$ cat src/rtl/icache_pkg.sv
// Shared icache refill types: FSM state, CAM flag codes and address slices.
// Physical word addresses are carried as [28:2]; tag is [28:12], offset [3:2].
package icache_pkg;

    typedef enum logic [1:0] {
        ST_IDLE = 2'd0,
        ST_REQ  = 2'd1,
        ST_DATA = 2'd2,
        ST_DONE = 2'd3
    } refill_state_e;

    localparam logic [1:0] FLAG_VALID   = 2'b01;
    localparam logic [1:0] FLAG_INVALID = 2'b00;

    localparam int LINE_WORDS = 4;
    localparam int OFF_W      = $clog2(LINE_WORDS);

    typedef logic [28:2]      paddr_t;
    typedef logic [28:12]     tag_t;
    typedef logic [OFF_W-1:0] off_t;

    function automatic tag_t tag_of(input paddr_t a);
        return a[28:12];
    endfunction

    function automatic off_t off_of(input paddr_t a);
        return a[3:2];
    endfunction

    function automatic paddr_t line_base(input paddr_t a);
        return {a[28:4], 2'b00};
    endfunction

endpackage

$ cat src/rtl/ic_refill_if.sv
// Refill engine signal bundle: fetch1 miss side, memory bus, CAM write port.
// master = refill engine, slave = its environment (fetch1/bus/CAM).
interface ic_refill_if;
    import icache_pkg::*;

    logic        miss_req;
    logic        miss_ready;
    paddr_t      miss_paddr;
    logic        miss_kill;
    logic        resp_valid;
    logic [31:0] resp_data;
    logic        resp_err;

    logic        bus_req;
    paddr_t      bus_addr;
    logic        bus_gnt;
    logic        bus_rvalid;
    logic [31:0] bus_rdata;
    logic        bus_err;

    logic        cam_write_req;
    logic        cam_write_lru_way;
    logic [1:0]  cam_write_offset;
    logic [31:0] cam_write_data;
    tag_t        cam_write_tag;
    logic [1:0]  cam_write_flags;
    logic        cam_lru_update;

    modport master (
        input  miss_req, miss_paddr, miss_kill,
        input  bus_gnt, bus_rvalid, bus_rdata, bus_err,
        output miss_ready, resp_valid, resp_data, resp_err,
        output bus_req, bus_addr,
        output cam_write_req, cam_write_lru_way, cam_write_offset,
        output cam_write_data, cam_write_tag, cam_write_flags,
        output cam_lru_update
    );

    modport slave (
        output miss_req, miss_paddr, miss_kill,
        output bus_gnt, bus_rvalid, bus_rdata, bus_err,
        input  miss_ready, resp_valid, resp_data, resp_err,
        input  bus_req, bus_addr,
        input  cam_write_req, cam_write_lru_way, cam_write_offset,
        input  cam_write_data, cam_write_tag, cam_write_flags,
        input  cam_lru_update
    );

endinterface

$ cat src/rtl/ic_refill_wdog.sv
// Saturating idle-cycle watchdog for the refill engine.
// o_sat rises once the counter holds all-ones; i_clr has priority.
module ic_refill_wdog #(
    parameter int W = 8
) (
    input  logic clk,
    input  logic rst,
    input  logic i_en,
    input  logic i_clr,
    output logic o_sat
);

    logic [W-1:0] r_cnt;

    assign o_sat = &r_cnt;

    // Count idle cycles, hold at saturation, restart on clear.
    always_ff @(posedge clk or posedge rst) begin
        if (rst) begin
            r_cnt <= '0;
        end else if (i_clr) begin
            r_cnt <= '0;
        end else if (i_en && !o_sat) begin
            r_cnt <= r_cnt + 1'b1;
        end
    end

endmodule

$ cat src/rtl/ic_refill.sv
// Icache miss/refill engine: 4-beat line burst, CAM fill, word forward, LRU.
// Define IC_REFILL_CWF_EN for critical-word-first bursts and early response.
module ic_refill
    import icache_pkg::*;
#(
    parameter int TIMEOUT_W = 8
) (
    input  logic        clk_core,
    input  logic        reset,
    ic_refill_if.master rif
);

    refill_state_e r_state;
    refill_state_e w_next;

    paddr_t      r_paddr;
    logic        r_kill;
    logic        r_err;
    off_t        r_nbeat;
    logic [31:0] r_resp_data;

    logic        r_cam_req;
    off_t        r_cam_off;
    logic [31:0] r_cam_data;
    tag_t        r_cam_tag;
    logic [1:0]  r_cam_flags;

    logic w_accept;
    logic w_active;
    logic w_wd_clr;
    logic w_wd_sat;
    logic w_timeout;
    logic w_beat;
    logic w_beat_ok;
    logic w_beat_err;
    logic w_last;
    logic w_killed;
    off_t w_start;
    off_t w_off;

`ifdef IC_REFILL_CWF_EN
    logic r_early;
    logic r_sent;
    assign w_start = off_of(r_paddr);
`else
    assign w_start = '0;
`endif

    assign w_accept   = (r_state == ST_IDLE) && rif.miss_req;
    assign w_active   = (r_state == ST_REQ) || (r_state == ST_DATA);
    assign w_wd_clr   = !w_active || rif.bus_gnt || rif.bus_rvalid;
    assign w_timeout  = w_active && w_wd_sat;
    assign w_beat     = (r_state == ST_DATA) && rif.bus_rvalid && !w_timeout;
    assign w_beat_ok  = w_beat && !rif.bus_err;
    assign w_beat_err = w_beat && rif.bus_err;
    assign w_off      = r_nbeat + w_start;
    assign w_last     = w_beat_ok && (r_nbeat == off_t'(LINE_WORDS - 1));
    assign w_killed   = r_kill || rif.miss_kill;

    ic_refill_wdog #(
        .W(TIMEOUT_W)
    ) u_wdog (
        .clk  (clk_core),
        .rst  (reset),
        .i_en (w_active),
        .i_clr(w_wd_clr),
        .o_sat(w_wd_sat)
    );

    // FSM state register.
    always_ff @(posedge clk_core or posedge reset) begin
        if (reset) begin
            r_state <= ST_IDLE;
        end else begin
            r_state <= w_next;
        end
    end

    // FSM next-state: request, burst, single-cycle completion.
    always_comb begin
        w_next = r_state;
        unique case (r_state)
            ST_IDLE: if (w_accept) w_next = ST_REQ;
            ST_REQ: begin
                if (w_timeout) begin
                    w_next = ST_DONE;
                end else if (rif.bus_gnt) begin
                    w_next = ST_DATA;
                end
            end
            ST_DATA: begin
                if (w_timeout || w_beat_err || w_last) begin
                    w_next = ST_DONE;
                end
            end
            ST_DONE: w_next = ST_IDLE;
            default: w_next = ST_IDLE;
        endcase
    end

    // FSM outputs: handshake, completion pulses.
    always_comb begin
        rif.miss_ready     = (r_state == ST_IDLE);
        rif.bus_req        = (r_state == ST_REQ) && !w_timeout;
        rif.resp_err       = (r_state == ST_DONE) && r_err;
        rif.cam_lru_update = (r_state == ST_DONE) && !r_err;
`ifdef IC_REFILL_CWF_EN
        rif.resp_valid = r_early ||
                         ((r_state == ST_DONE) && r_err &&
                          !r_sent && !w_killed);
`else
        rif.resp_valid = (r_state == ST_DONE) && !w_killed;
`endif
    end

    // Miss context: address, sticky kill/error, beat count, critical word.
    always_ff @(posedge clk_core or posedge reset) begin
        if (reset) begin
            r_paddr     <= '0;
            r_kill      <= 1'b0;
            r_err       <= 1'b0;
            r_nbeat     <= '0;
            r_resp_data <= '0;
        end else if (w_accept) begin
            r_paddr     <= rif.miss_paddr;
            r_kill      <= 1'b0;
            r_err       <= 1'b0;
            r_nbeat     <= '0;
            r_resp_data <= '0;
        end else begin
            if (r_state != ST_IDLE && rif.miss_kill) begin
                r_kill <= 1'b1;
            end
            if (w_timeout || w_beat_err) begin
                r_err <= 1'b1;
            end
            if (w_beat_ok) begin
                r_nbeat <= r_nbeat + 1'b1;
                if (w_off == off_of(r_paddr)) begin
                    r_resp_data <= rif.bus_rdata;
                end
            end
        end
    end

    // Registered CAM write, one cycle behind each good beat.
    always_ff @(posedge clk_core or posedge reset) begin
        if (reset) begin
            r_cam_req   <= 1'b0;
            r_cam_off   <= '0;
            r_cam_data  <= '0;
            r_cam_tag   <= '0;
            r_cam_flags <= FLAG_INVALID;
        end else begin
            r_cam_req <= w_beat_ok;
            if (w_beat_ok) begin
                r_cam_off   <= w_off;
                r_cam_data  <= rif.bus_rdata;
                r_cam_tag   <= tag_of(r_paddr);
                r_cam_flags <= w_last ? FLAG_VALID : FLAG_INVALID;
            end
        end
    end

`ifdef IC_REFILL_CWF_EN
    // Early response on the first (critical) beat; remember it was sent.
    always_ff @(posedge clk_core or posedge reset) begin
        if (reset) begin
            r_early <= 1'b0;
            r_sent  <= 1'b0;
        end else if (w_accept) begin
            r_early <= 1'b0;
            r_sent  <= 1'b0;
        end else begin
            r_early <= w_beat_ok && (r_nbeat == '0) && !w_killed;
            if (w_beat_ok && (r_nbeat == '0)) begin
                r_sent <= 1'b1;
            end
        end
    end
    assign rif.bus_addr = r_paddr;
`else
    assign rif.bus_addr = line_base(r_paddr);
`endif

    assign rif.resp_data         = r_resp_data;
    assign rif.cam_write_req     = r_cam_req;
    assign rif.cam_write_lru_way = 1'b1;
    assign rif.cam_write_offset  = r_cam_off;
    assign rif.cam_write_data    = r_cam_data;
    assign rif.cam_write_tag     = r_cam_tag;
    assign rif.cam_write_flags   = r_cam_flags;

endmodule
$ cat src/flat_wrapper.sv
// flat-port wrapper written by rule: the top's interface ports become plain ports
module ic_refill_flat import icache_pkg::*;
#(
    parameter int TIMEOUT_W = 8
)
  (clk_core, reset, rif_miss_req, rif_miss_paddr, rif_miss_kill, rif_bus_gnt, rif_bus_rvalid, rif_bus_rdata, rif_bus_err, rif_miss_ready, rif_resp_valid, rif_resp_data, rif_resp_err, rif_bus_req, rif_bus_addr, rif_cam_write_req, rif_cam_write_lru_way, rif_cam_write_offset, rif_cam_write_data, rif_cam_write_tag, rif_cam_write_flags, rif_cam_lru_update);
  ic_refill_if rif_i ();
  input  logic clk_core;
  input  logic reset;
  input wire logic [$bits(rif_i.miss_req)-1:0] rif_miss_req;
  input wire logic [$bits(rif_i.miss_paddr)-1:0] rif_miss_paddr;
  input wire logic [$bits(rif_i.miss_kill)-1:0] rif_miss_kill;
  input wire logic [$bits(rif_i.bus_gnt)-1:0] rif_bus_gnt;
  input wire logic [$bits(rif_i.bus_rvalid)-1:0] rif_bus_rvalid;
  input wire logic [$bits(rif_i.bus_rdata)-1:0] rif_bus_rdata;
  input wire logic [$bits(rif_i.bus_err)-1:0] rif_bus_err;
  output wire logic [$bits(rif_i.miss_ready)-1:0] rif_miss_ready;
  output wire logic [$bits(rif_i.resp_valid)-1:0] rif_resp_valid;
  output wire logic [$bits(rif_i.resp_data)-1:0] rif_resp_data;
  output wire logic [$bits(rif_i.resp_err)-1:0] rif_resp_err;
  output wire logic [$bits(rif_i.bus_req)-1:0] rif_bus_req;
  output wire logic [$bits(rif_i.bus_addr)-1:0] rif_bus_addr;
  output wire logic [$bits(rif_i.cam_write_req)-1:0] rif_cam_write_req;
  output wire logic [$bits(rif_i.cam_write_lru_way)-1:0] rif_cam_write_lru_way;
  output wire logic [$bits(rif_i.cam_write_offset)-1:0] rif_cam_write_offset;
  output wire logic [$bits(rif_i.cam_write_data)-1:0] rif_cam_write_data;
  output wire logic [$bits(rif_i.cam_write_tag)-1:0] rif_cam_write_tag;
  output wire logic [$bits(rif_i.cam_write_flags)-1:0] rif_cam_write_flags;
  output wire logic [$bits(rif_i.cam_lru_update)-1:0] rif_cam_lru_update;
  assign rif_i.miss_req = rif_miss_req;
  assign rif_i.miss_paddr = rif_miss_paddr;
  assign rif_i.miss_kill = rif_miss_kill;
  assign rif_i.bus_gnt = rif_bus_gnt;
  assign rif_i.bus_rvalid = rif_bus_rvalid;
  assign rif_i.bus_rdata = rif_bus_rdata;
  assign rif_i.bus_err = rif_bus_err;
  assign rif_miss_ready = rif_i.miss_ready;
  assign rif_resp_valid = rif_i.resp_valid;
  assign rif_resp_data = rif_i.resp_data;
  assign rif_resp_err = rif_i.resp_err;
  assign rif_bus_req = rif_i.bus_req;
  assign rif_bus_addr = rif_i.bus_addr;
  assign rif_cam_write_req = rif_i.cam_write_req;
  assign rif_cam_write_lru_way = rif_i.cam_write_lru_way;
  assign rif_cam_write_offset = rif_i.cam_write_offset;
  assign rif_cam_write_data = rif_i.cam_write_data;
  assign rif_cam_write_tag = rif_i.cam_write_tag;
  assign rif_cam_write_flags = rif_i.cam_write_flags;
  assign rif_cam_lru_update = rif_i.cam_lru_update;
  ic_refill #(.TIMEOUT_W(TIMEOUT_W)) u_core (.clk_core(clk_core), .reset(reset), .rif(rif_i));
endmodule
$ cat config.mk
export PLATFORM = sky130hd
export DESIGN_NAME = ic_refill_flat
export DESIGN_NICKNAME = d
export VERILOG_FILES = /design/src/rtl/icache_pkg.sv /design/src/rtl/ic_refill_if.sv /design/src/rtl/ic_refill_wdog.sv /design/src/rtl/ic_refill.sv /design/src/flat_wrapper.sv
export SDC_FILE = /design/constraint.sdc
export NUM_CORES = 1
export LEC_CHECK = 0
export ABC_AREA = 1
export CAP_MARGIN = 15
export CORE_MARGIN = 8
export CORE_UTILIZATION = 41
export DETAILED_ROUTE_END_ITERATION = 8
export PLACE_DENSITY_LB_ADDON = 0.12
export SLEW_MARGIN = 20
export SYNTH_ARGS = -nofsm -noshare
export SYNTH_HDL_FRONTEND = slang
export SYNTH_SLANG_ARGS = --single-unit
$ cat constraint.sdc
create_clock -name clk_core -period 4.2 [get_ports clk_core]
set_input_delay 0.84 -clock clk_core [delete_from_list [all_inputs] [get_ports clk_core]]
set_output_delay 0.84 -clock clk_core [all_outputs]
set_load 0.1 [all_outputs]
==> results.yml <==
placement:
  pre_cts_slack_ps: 1140
  port_buffers: 180
  dpl.cell_count: 882
  gp_congestion: 0.753
  hpwl_mm: 10.1
floorplanning:
  row_count: 42
  coreArea_um2: 13100
  die_x_um: 131
  die_y_um: 131
  io_pins: 185
  initial_core_util: 0.415
  die_area_um2: 17200
synth:
  synth.area.top_cells: "dfrtp_1, nand2_1, o21ai_0, o21ai_2, inv_1"
  ys_ff_latch: 126
  synth.most_common_cell: "nand2_1"
  ys_warn_count: 0
  syn_area_um2: 5430
  synth_common_cells: "nand2_1, dfrtp_1, inv_1"
  yosysTopAreaCell: "dfrtp_1"
  ys_seq_area_frac: 0.581
  synthDistinctLibCells: 28
  synth_cells: 569
  synth_top_area_share: 0.581
  postSynth.asyncResetShare: 1.00
  ys_dominant_reg_cell: "dfrtp_1"
  synth-edff-count: 0
  syn_avg_cell_area_um2: 9.54
clocking:
  post_cts_buffers: 0
  path_clk_slew_ps: 50
  cts.sinks: 126
  postCtsHoldBufs: 0
  clk_path_buf_depth: 2
  cts-htree-levels: 4
  clock_latency_ps: 410
  cts_buffers: 17
  cts_root_buf: "clkbuf_16"
  cts_tree: "built"
  post_cts_resized: 0
layout:
  final_cell_count_no_fill: 912
  nets: 797
  area_growth_pct: 42.1
  layout-drive-gt1-share: 0.110
  multi_input_area_um2: 1620
  fillCellCount: 1105
  diodes: 0
  seq_area_um2: 3150
timing:
  layout_worst_path_cycle_share: 0.757
  setup_viol: 0
  finalSetupTns_ps: 0
  finalCriticalPeriod_ps: 3180
  finalMaxSlewViolations: 0
  worst_slack_ps: 1020
  worst_pin_slew_ps: 1050
  hold_viol: 0
  rsz0062_at_grt: "no"
  final.setup_skew_ps: 6.45
  relSlewSlack: 0.300
  fmax_ghz: 0.314
  hold_ws_ps: 478
detailed_routing:
  wl_met1_mm: 6.01
  wl_met3_mm: 1.29
  ant_nets: 0
  drt-initial-drc-count: 306
  drc: 0
  highest_layer: "met4"
  drtPass1Iterations: 4
  wl_mm: 14.1
  wl_per_cell_um: 15.4
  met2_length_mm: 6.53
  dr_total_vias: 4196
  viasPerCell: 4.60
flow_run:
  max_cap_viol_count: 0
run_status:
  status: "completed"
global_route:
  grt_first_pass_wirelength_mm: 22.7
  gr-total-overflow: 0
  grt_usage: 0.172
  grt_max_degree: 103
  antenna_found_initial: 0
  first_global_vias: 4380
worst_setup_path:
  worstSetupStartpointType: "flop"
  rrSetupSlack_ps: 1690
  crit_path_end_kind: "output port"
  reg2regPathDepth: 7
  endpoint: "rif_miss_ready"
  reg2reg_from: "u_core.r_state[0]"
  r2r_end: "u_core.rif.resp_data[14]"
  crit_arrival_ps: 2340
  crit_type: "reg2out"
  critPathLaunch: "u_core.r_state[0]"
  crit_fanout: 5
  critical_path_required_ps: 3360
min_path:
  hold_path.class: "reg2reg"
-- cells by family (layout without fill, tap and decap cells) --
| family | count (synthesis) | after routing | share of synthesized area |
|---|---|---|---|
| flops | 126 | 126 | 0.581 |
| other cells | 2 | 4 | 0.00138 |
| compound gates | 109 | 109 | 0.123 |
| simple gates | 207 | 207 | 0.159 |
| fa+ha+maj | 6 | 6 | 0.0138 |
| buf+inv | 119 | 284 | 0.122 |
-- worst max-delay path: stages, from the launching register on --
cell             delay, ps
dfrtp_1                420
inv_1                  120
ha_1                   220
clkdlybuf4s50_1       1160
-- cell type report --
cell class / instances / area share
Inverter: 68 / 0.0337
Multi-Input combinational cell: 326 / 0.210
Sequential cell: 126 / 0.409
Clock buffer: 24 / 0.0663
Clock inverter: 6 / 0.0136
Timing Repair Buffer: 186 / 0.239
Tap cell: 176 / 0.0285
-- cells in the final DEF, fill, tap and decap left out, types with 4 or more instances in the layout --
cell and instances:
buf_4 8, nand3_1 9, clkbuf_16 17, clkdlybuf4s50_1 178, o21ai_2 30, clkbuf_8 6
o21ai_1 15, ha_1 6, o21ai_0 55, nor2_1 13, nand2_1 172, a21oi_1 6
inv_1 64, conb_1 4, dfrtp_1 126
-- metrics by stage --
step                      cell area [µm²]  utilization
final                                7710        0.590
after global routing                 7710        0.590
after CTS                            7710        0.590
after detailed placement             7100        0.542
after global placement               7100        0.542
after floorplan                      5440            -
-- registers in the layout, indices dropped and copies added, names as in the netlist --
name                         count
u_core.r_err                     1
u_core.r_kill                    1
u_core.r_nbeat                   2
u_core.r_paddr                  27
u_core.r_state                   2
u_core.rif.cam_write_data       32
u_core.rif.cam_write_flags       1
u_core.rif.cam_write_offset      2
u_core.rif.cam_write_req         1
u_core.rif.cam_write_tag        17
u_core.rif.resp_data            32
u_core.u_wdog.r_cnt              8
-- layer usage --
metal	vias up	GRT usage
li1	2053	-
met1	1994	0.216
met2	134	0.265
met3	15	0.0574
met4	0	0.0770
met5	-	0
-- worst min-delay path by stage --
stage | endpoint | cells after the start | slack [ps] | startpoint
after global placement | u_core.r_paddr[6] | 2 | 460 | u_core.r_paddr[6]
after global routing | u_core.rif.resp_data[15] | 2 | 500 | u_core.rif.resp_data[15]
final | u_core.rif.resp_data[5] | 2 | 480 | u_core.rif.resp_data[5]
after CTS | u_core.rif.resp_data[0] | 2 | 480 | u_core.rif.resp_data[0]
after detailed placement | u_core.rif.resp_data[0] | 2 | 470 | u_core.rif.resp_data[0]
after floorplan | u_core.r_paddr[2] | 2 | 450 | u_core.r_paddr[2]
Power is not shown: default switching activity piles up to over one toggle a cycle in this logic, so the estimate is an artifact.
